**src/rtl/instr_encoder.sv**
```systemverilog
// MIPS instruction encoder / program loader: packs one instruction per handshake
// and streams the words to consecutive instruction-memory addresses.
module instr_encoder #(
   parameter logic [31:0] BASE  = 32'h0000_0000,
   parameter int          DEPTH = 64
) (
   input  logic        clk,
   input  logic        reset,
   input  logic        start,
   input  logic        in_valid,
   output logic        in_ready,
   input  logic [3:0]  kind,
   input  logic [4:0]  rs,
   input  logic [4:0]  rt,
   input  logic [4:0]  rd,
   input  logic [15:0] imm,
   input  logic [25:0] target,
   input  logic        last,
   output logic        imem_we,
   output logic [31:0] imem_addr,
   output logic [31:0] imem_wd,
   output logic [10:0] count,
   output logic        done,
   output logic        err
);

   localparam logic [1:0] S_IDLE = 2'd0;
   localparam logic [1:0] S_RUN  = 2'd1;
   localparam logic [1:0] S_DONE = 2'd2;
   localparam logic [1:0] S_ERR  = 2'd3;
   localparam logic [11:0] DEPTH_W = 12'(DEPTH);

   logic [1:0]  state;
   logic [31:0] nxt_addr;
   logic [31:0] word;
   logic        legal;
   logic        hs;
   logic [11:0] used;

   // Words already committed plus the one sitting in the write register.
   assign used     = {1'b0, count} + {11'd0, imem_we};
   assign in_ready = (state == S_RUN) && (used < DEPTH_W);
   assign hs       = in_valid & in_ready;
   assign done     = (state == S_DONE);
   assign err      = (state == S_ERR);

   always_comb begin
      word  = '0;
      legal = 1'b1;
      case (kind)
         4'd0:    word = {6'b000000, rs, rt, rd, 5'b00000, 6'b100000};
         4'd1:    word = {6'b000000, rs, rt, rd, 5'b00000, 6'b100010};
         4'd2:    word = {6'b000000, rs, rt, rd, 5'b00000, 6'b100100};
         4'd3:    word = {6'b000000, rs, rt, rd, 5'b00000, 6'b100101};
         4'd4:    word = {6'b000000, rs, rt, rd, 5'b00000, 6'b101010};
         4'd5:    word = {6'b100011, rs, rt, imm};
         4'd6:    word = {6'b101011, rs, rt, imm};
         4'd7:    word = {6'b000100, rs, rt, imm};
         4'd8:    word = {6'b001000, rs, rt, imm};
         4'd9:    word = {6'b000010, target};
         default: legal = 1'b0;
      endcase
   end

   always_ff @(posedge clk) begin
      if (reset) begin
         state     <= S_IDLE;
         imem_we   <= 1'b0;
         imem_addr <= BASE;
         imem_wd   <= '0;
         count     <= '0;
         nxt_addr  <= BASE;
      end else begin
         imem_we <= hs & legal;
         if (imem_we && (count < DEPTH_W[10:0]))
            count <= count + 11'd1;
         if (hs && legal) begin
            imem_addr <= nxt_addr;
            imem_wd   <= word;
            nxt_addr  <= nxt_addr + 32'd4;
         end
         case (state)
            S_RUN: begin
               if (hs) begin
                  if (!legal)
                     state <= S_ERR;
                  else if (last)
                     state <= S_DONE;
                  else if (used + 12'd1 == DEPTH_W)
                     state <= S_ERR;
               end
            end
            default: begin
               // A fresh load discards any stale count from the previous one.
               if (start) begin
                  state    <= S_RUN;
                  count    <= '0;
                  nxt_addr <= BASE;
               end
            end
         endcase
      end
   end

endmodule

```
**config.mk**
```make
export PLATFORM = sky130hd
export DESIGN_NAME = instr_encoder
export DESIGN_NICKNAME = d
export VERILOG_FILES = /design/src/rtl/instr_encoder.sv
export SDC_FILE = /design/constraint.sdc
export NUM_CORES = 1
export LEC_CHECK = 0
export CAP_MARGIN = 5
export CORE_MARGIN = 10
export CORE_UTILIZATION = 47
export DETAILED_ROUTE_END_ITERATION = 8
export GPL_ROUTABILITY_DRIVEN = 0
export PLACE_DENSITY = 0.81
export SYNTH_ARGS = -nofsm -noshare
export SYNTH_HDL_FRONTEND = slang
export SYNTH_SLANG_ARGS = --single-unit
```
**constraint.sdc**
```tcl
create_clock -name clk -period 3.2 [get_ports clk]
set_clock_uncertainty 0.05 [all_clocks]
set_input_delay 0.8 -clock clk [delete_from_list [all_inputs] [get_ports clk]]
set_output_delay 0.8 -clock clk [all_outputs]
set_load 0.01 [all_outputs]
```
==> results.py <==
metrics = {
    "pwr": {
        "p_sw_share_pct": 25.4,
        "power_density_nw_per_um2": 363,
        "p_int_uw": 1790,
        "total_power_uw": 2400,
        "combPwrFrac_pct": 13.6,
        "pwr-share-seq_pct": 55.4,
        "power_leakage_uw": 0.00219,
        "p_switching_uw": 609,
        "clkPwrFrac_pct": 30.9,
        "ir_drop_v": 0.000180,
    },
    "synthesis": {
        "syn_avg_cell_area_sq_um": 8.19,
        "ys_ff_latch": 104,
        "ys_seq_area_share_pct": 42.8,
        "synth_common_cells": "dfxtp_1, nand2_1, a21oi_1",
        "synthDistinctLibCells": 56,
        "netlist.area_leader.share_pct": 42.8,
        "ys_warn_count": 0,
        "syn_inst": 594,
        "synth_edf_count": 0,
        "syn_area_sq_um": 4860,
        "async_flop_share_pct": 0,
        "synthTopCellsByArea": "dfxtp_1, a21oi_1, nand2_1",
        "synth.most_common_cell": "dfxtp_1",
        "ys.flop_type": "dfxtp_1",
        "netlist.top_cell.by_area": "dfxtp_1",
    },
    "die": {
        "core_sq_um": 10200,
        "die_area_sq_um": 14800,
        "std_cell_rows": 37,
        "start_util_pct": 47.8,
        "fp.dieH_um": 122,
        "io_pins": 145,
        "die_w_um": 122,
    },
    "cts": {
        "clkSinkCount": 104,
        "cts_buffers": 9,
        "clk_latency_ns": 0.36,
        "ctsHoldBuffers": 0,
        "cts_setup_buffers": 0,
        "cts_tree": "yes",
        "clk_pin_slew_ns": 0.10,
        "root_buffer": "clkbuf_8",
        "htree_num_levels": 3,
        "cts_buffer_depth": 2,
    },
    "worst_setup_path": {
        "critPathBufInv": 1,
        "cp.required_ns": 2.35,
        "r2r-start": "imem_we",
        "crit_start": "count[4]",
        "critPathMaxFanout": 7,
        "path_cells": "nand4_1, or4_4, a21boi_4, nand2_1, nor2_1, dlygate4sd2_1",
        "cp-start-kind": "flip-flop",
        "critPathCaptureType": "output port",
        "crit_arrival_ns": 2.23,
        "path_delay_family": "simple AND/OR/NAND/NOR gates",
        "slowest_stage": "or4_4",
        "worstSetupPathType": "flip-flop to output port",
        "cpPeakStageDelay_ns": 0.57,
    },
    "grt": {
        "grt-ovfl-total": 0,
        "grt_pass1_vias": 4906,
        "grt_pass1_wl_mm": 23.6,
        "grt_usage_pct": 19.0,
        "grt_max_degree": 61,
        "antenna_found_initial": 0,
    },
    "layout": {
        "layout.nets": 799,
        "antenna_cells": 0,
        "multi_input_area_sq_um": 2490,
        "regArea_sq_um": 2080,
        "fillers": 885,
        "final_core_util_pct": 64.7,
        "synthToLayoutAreaGrowth_pct": 35.6,
        "drive_gt1_share_pct": 8.45,
    },
    "timing": {
        "fin_setup_tns_ns": 0,
        "relSlewSlack_pct": 15.5,
        "max_freq_mhz": 325,
        "layout_setup_ws_ns": 0.119,
        "whs_ns": 0.405,
        "worstMarginPinSlew_ns": 1.26,
        "period_share_pct": 96.3,
        "rsz0062_at_grt": "no",
        "fin_crit_ns": 3.08,
        "hold_viol": 0,
        "drv_slew": 0,
        "finalSetupViolCount": 0,
    },
    "hold_path": {
        "min_path_type": "flip-flop to flip-flop",
        "hold_start": "imem_addr[6]",
    },
    "detailed_routing": {
        "vias": 4967,
        "final_antenna_net_count": 0,
        "drt_iter0_markers": 377,
        "wl_per_cell_um": 16.6,
        "vias_per_cell": 5.71,
        "first_pass_iters": 5,
        "routed_wl_mm": 14.4,
        "drc": 0,
    },
    "place": {
        "hpwl_mm": 10.9,
        "portBuffers": 141,
        "pre_cts_ws_ns": 0.171,
    },
    "flow_run": {
        "maxCapViolations": 0,
    },
    "outcome": {
        "status": "completed",
    },
}
==> timing repair <==
action	CTS	global route
resized for setup	4	1
pin swaps	0	0
setup endpoints to repair	1	1
==> area by class of cell <==
class / count / area share (%)
inverter: 14 / 0.797
clock inverter: 5 / 0.474
multi-input combinational: 432 / 37.8
timing repair buffer: 168 / 24.6
tap: 136 / 2.58
clock buffer: 11 / 2.14
sequential: 104 / 31.6
==> stage by stage <==
step	cells	cell area, sq um
5_1_grt	870	6590
3_3_place_gp	854	6410
2_1_floorplan	596	4870
6_report	870	6590
4_1_cts	870	6590
3_5_place_dp	854	6410
==> kinds of logic (layout without fill, tap and decap cells) <==
| family | Yosys count | in the layout | synth area share [%] |
|---|---|---|---|
| AND/OR/NAND/NOR | 262 | 262 | 26.5 |
| AO/OA/AOI/OAI | 148 | 148 | 20.4 |
| flip-flops | 104 | 104 | 42.8 |
| buffers and inverters | 60 | 198 | 6.25 |
| XOR/XNOR | 9 | 9 | 1.62 |
| multiplexers | 6 | 6 | 1.31 |
| adder cells (fa/ha/maj) | 4 | 4 | 1.03 |
| other | 1 | 3 | 0.0771 |
==> per-layer routing <==
layer	global-route usage, %	vias up	routed length [um]	part of all wire, %
met5	0	-	0	0
met4	6.63	0	243	1.7
met3	7.35	23	1430	9.9
met2	31.3	180	6690	46
met1	22.3	2336	6070	42
li1	-	2428	-	-
==> sequential cells by signal, indices dropped and copies added, names as in the netlist <==
signal,flops
nxt_addr,30
imem_addr,30
imem_wd,30
state,2
count,11
imem_we,1
==> power by group through the flow <==
stage	sequential [uW]	clock, uW	combinational (uW)
finish	1330	741	326
global route	1330	808	354
CTS	1330	757	326
detailed placement	1360	0	325
global placement	1360	0	318
floorplan	1370	0	146
==> path summary, 6_finish.rpt <==
kind | endpoint | slack, ns | cells after the start
hold / removal | imem_addr[6] | 0.41 | 2
setup / recovery | in_ready | 0.12 | 6
setup reg to reg | imem_wd[29] | 0.53 | 10
hold reg to reg | imem_addr[6] | 0.41 | 2
==> worst min-delay path, delay by kind of cell, from the launching register on <==
family,cells,cell delay [ns]
AO/OA/AOI/OAI,1,0.05
flip-flops,1,0.32
AND/OR/NAND/NOR,1,0.05
==> placed cells by master (no fill, tap or decap), types with 8 or more instances in the layout <==
cell,Yosys,layout
a211oi_1,8,8
a21oi_1,63,63
a221oi_1,18,18
and2_1,8,8
and3_1,9,9
buf_4,10,26
clkbuf_8,0,10
clkdlybuf4s50_1,0,139
dfxtp_1,104,103
inv_1,14,14
nand2_1,84,84
nand3_1,18,18
nand4_1,17,17
nor2_1,55,55
nor3_1,26,26
o21ai_0,15,15
o31ai_1,15,15
or3_1,12,12
or4_1,16,15
Power figures use the tool's default switching activity.
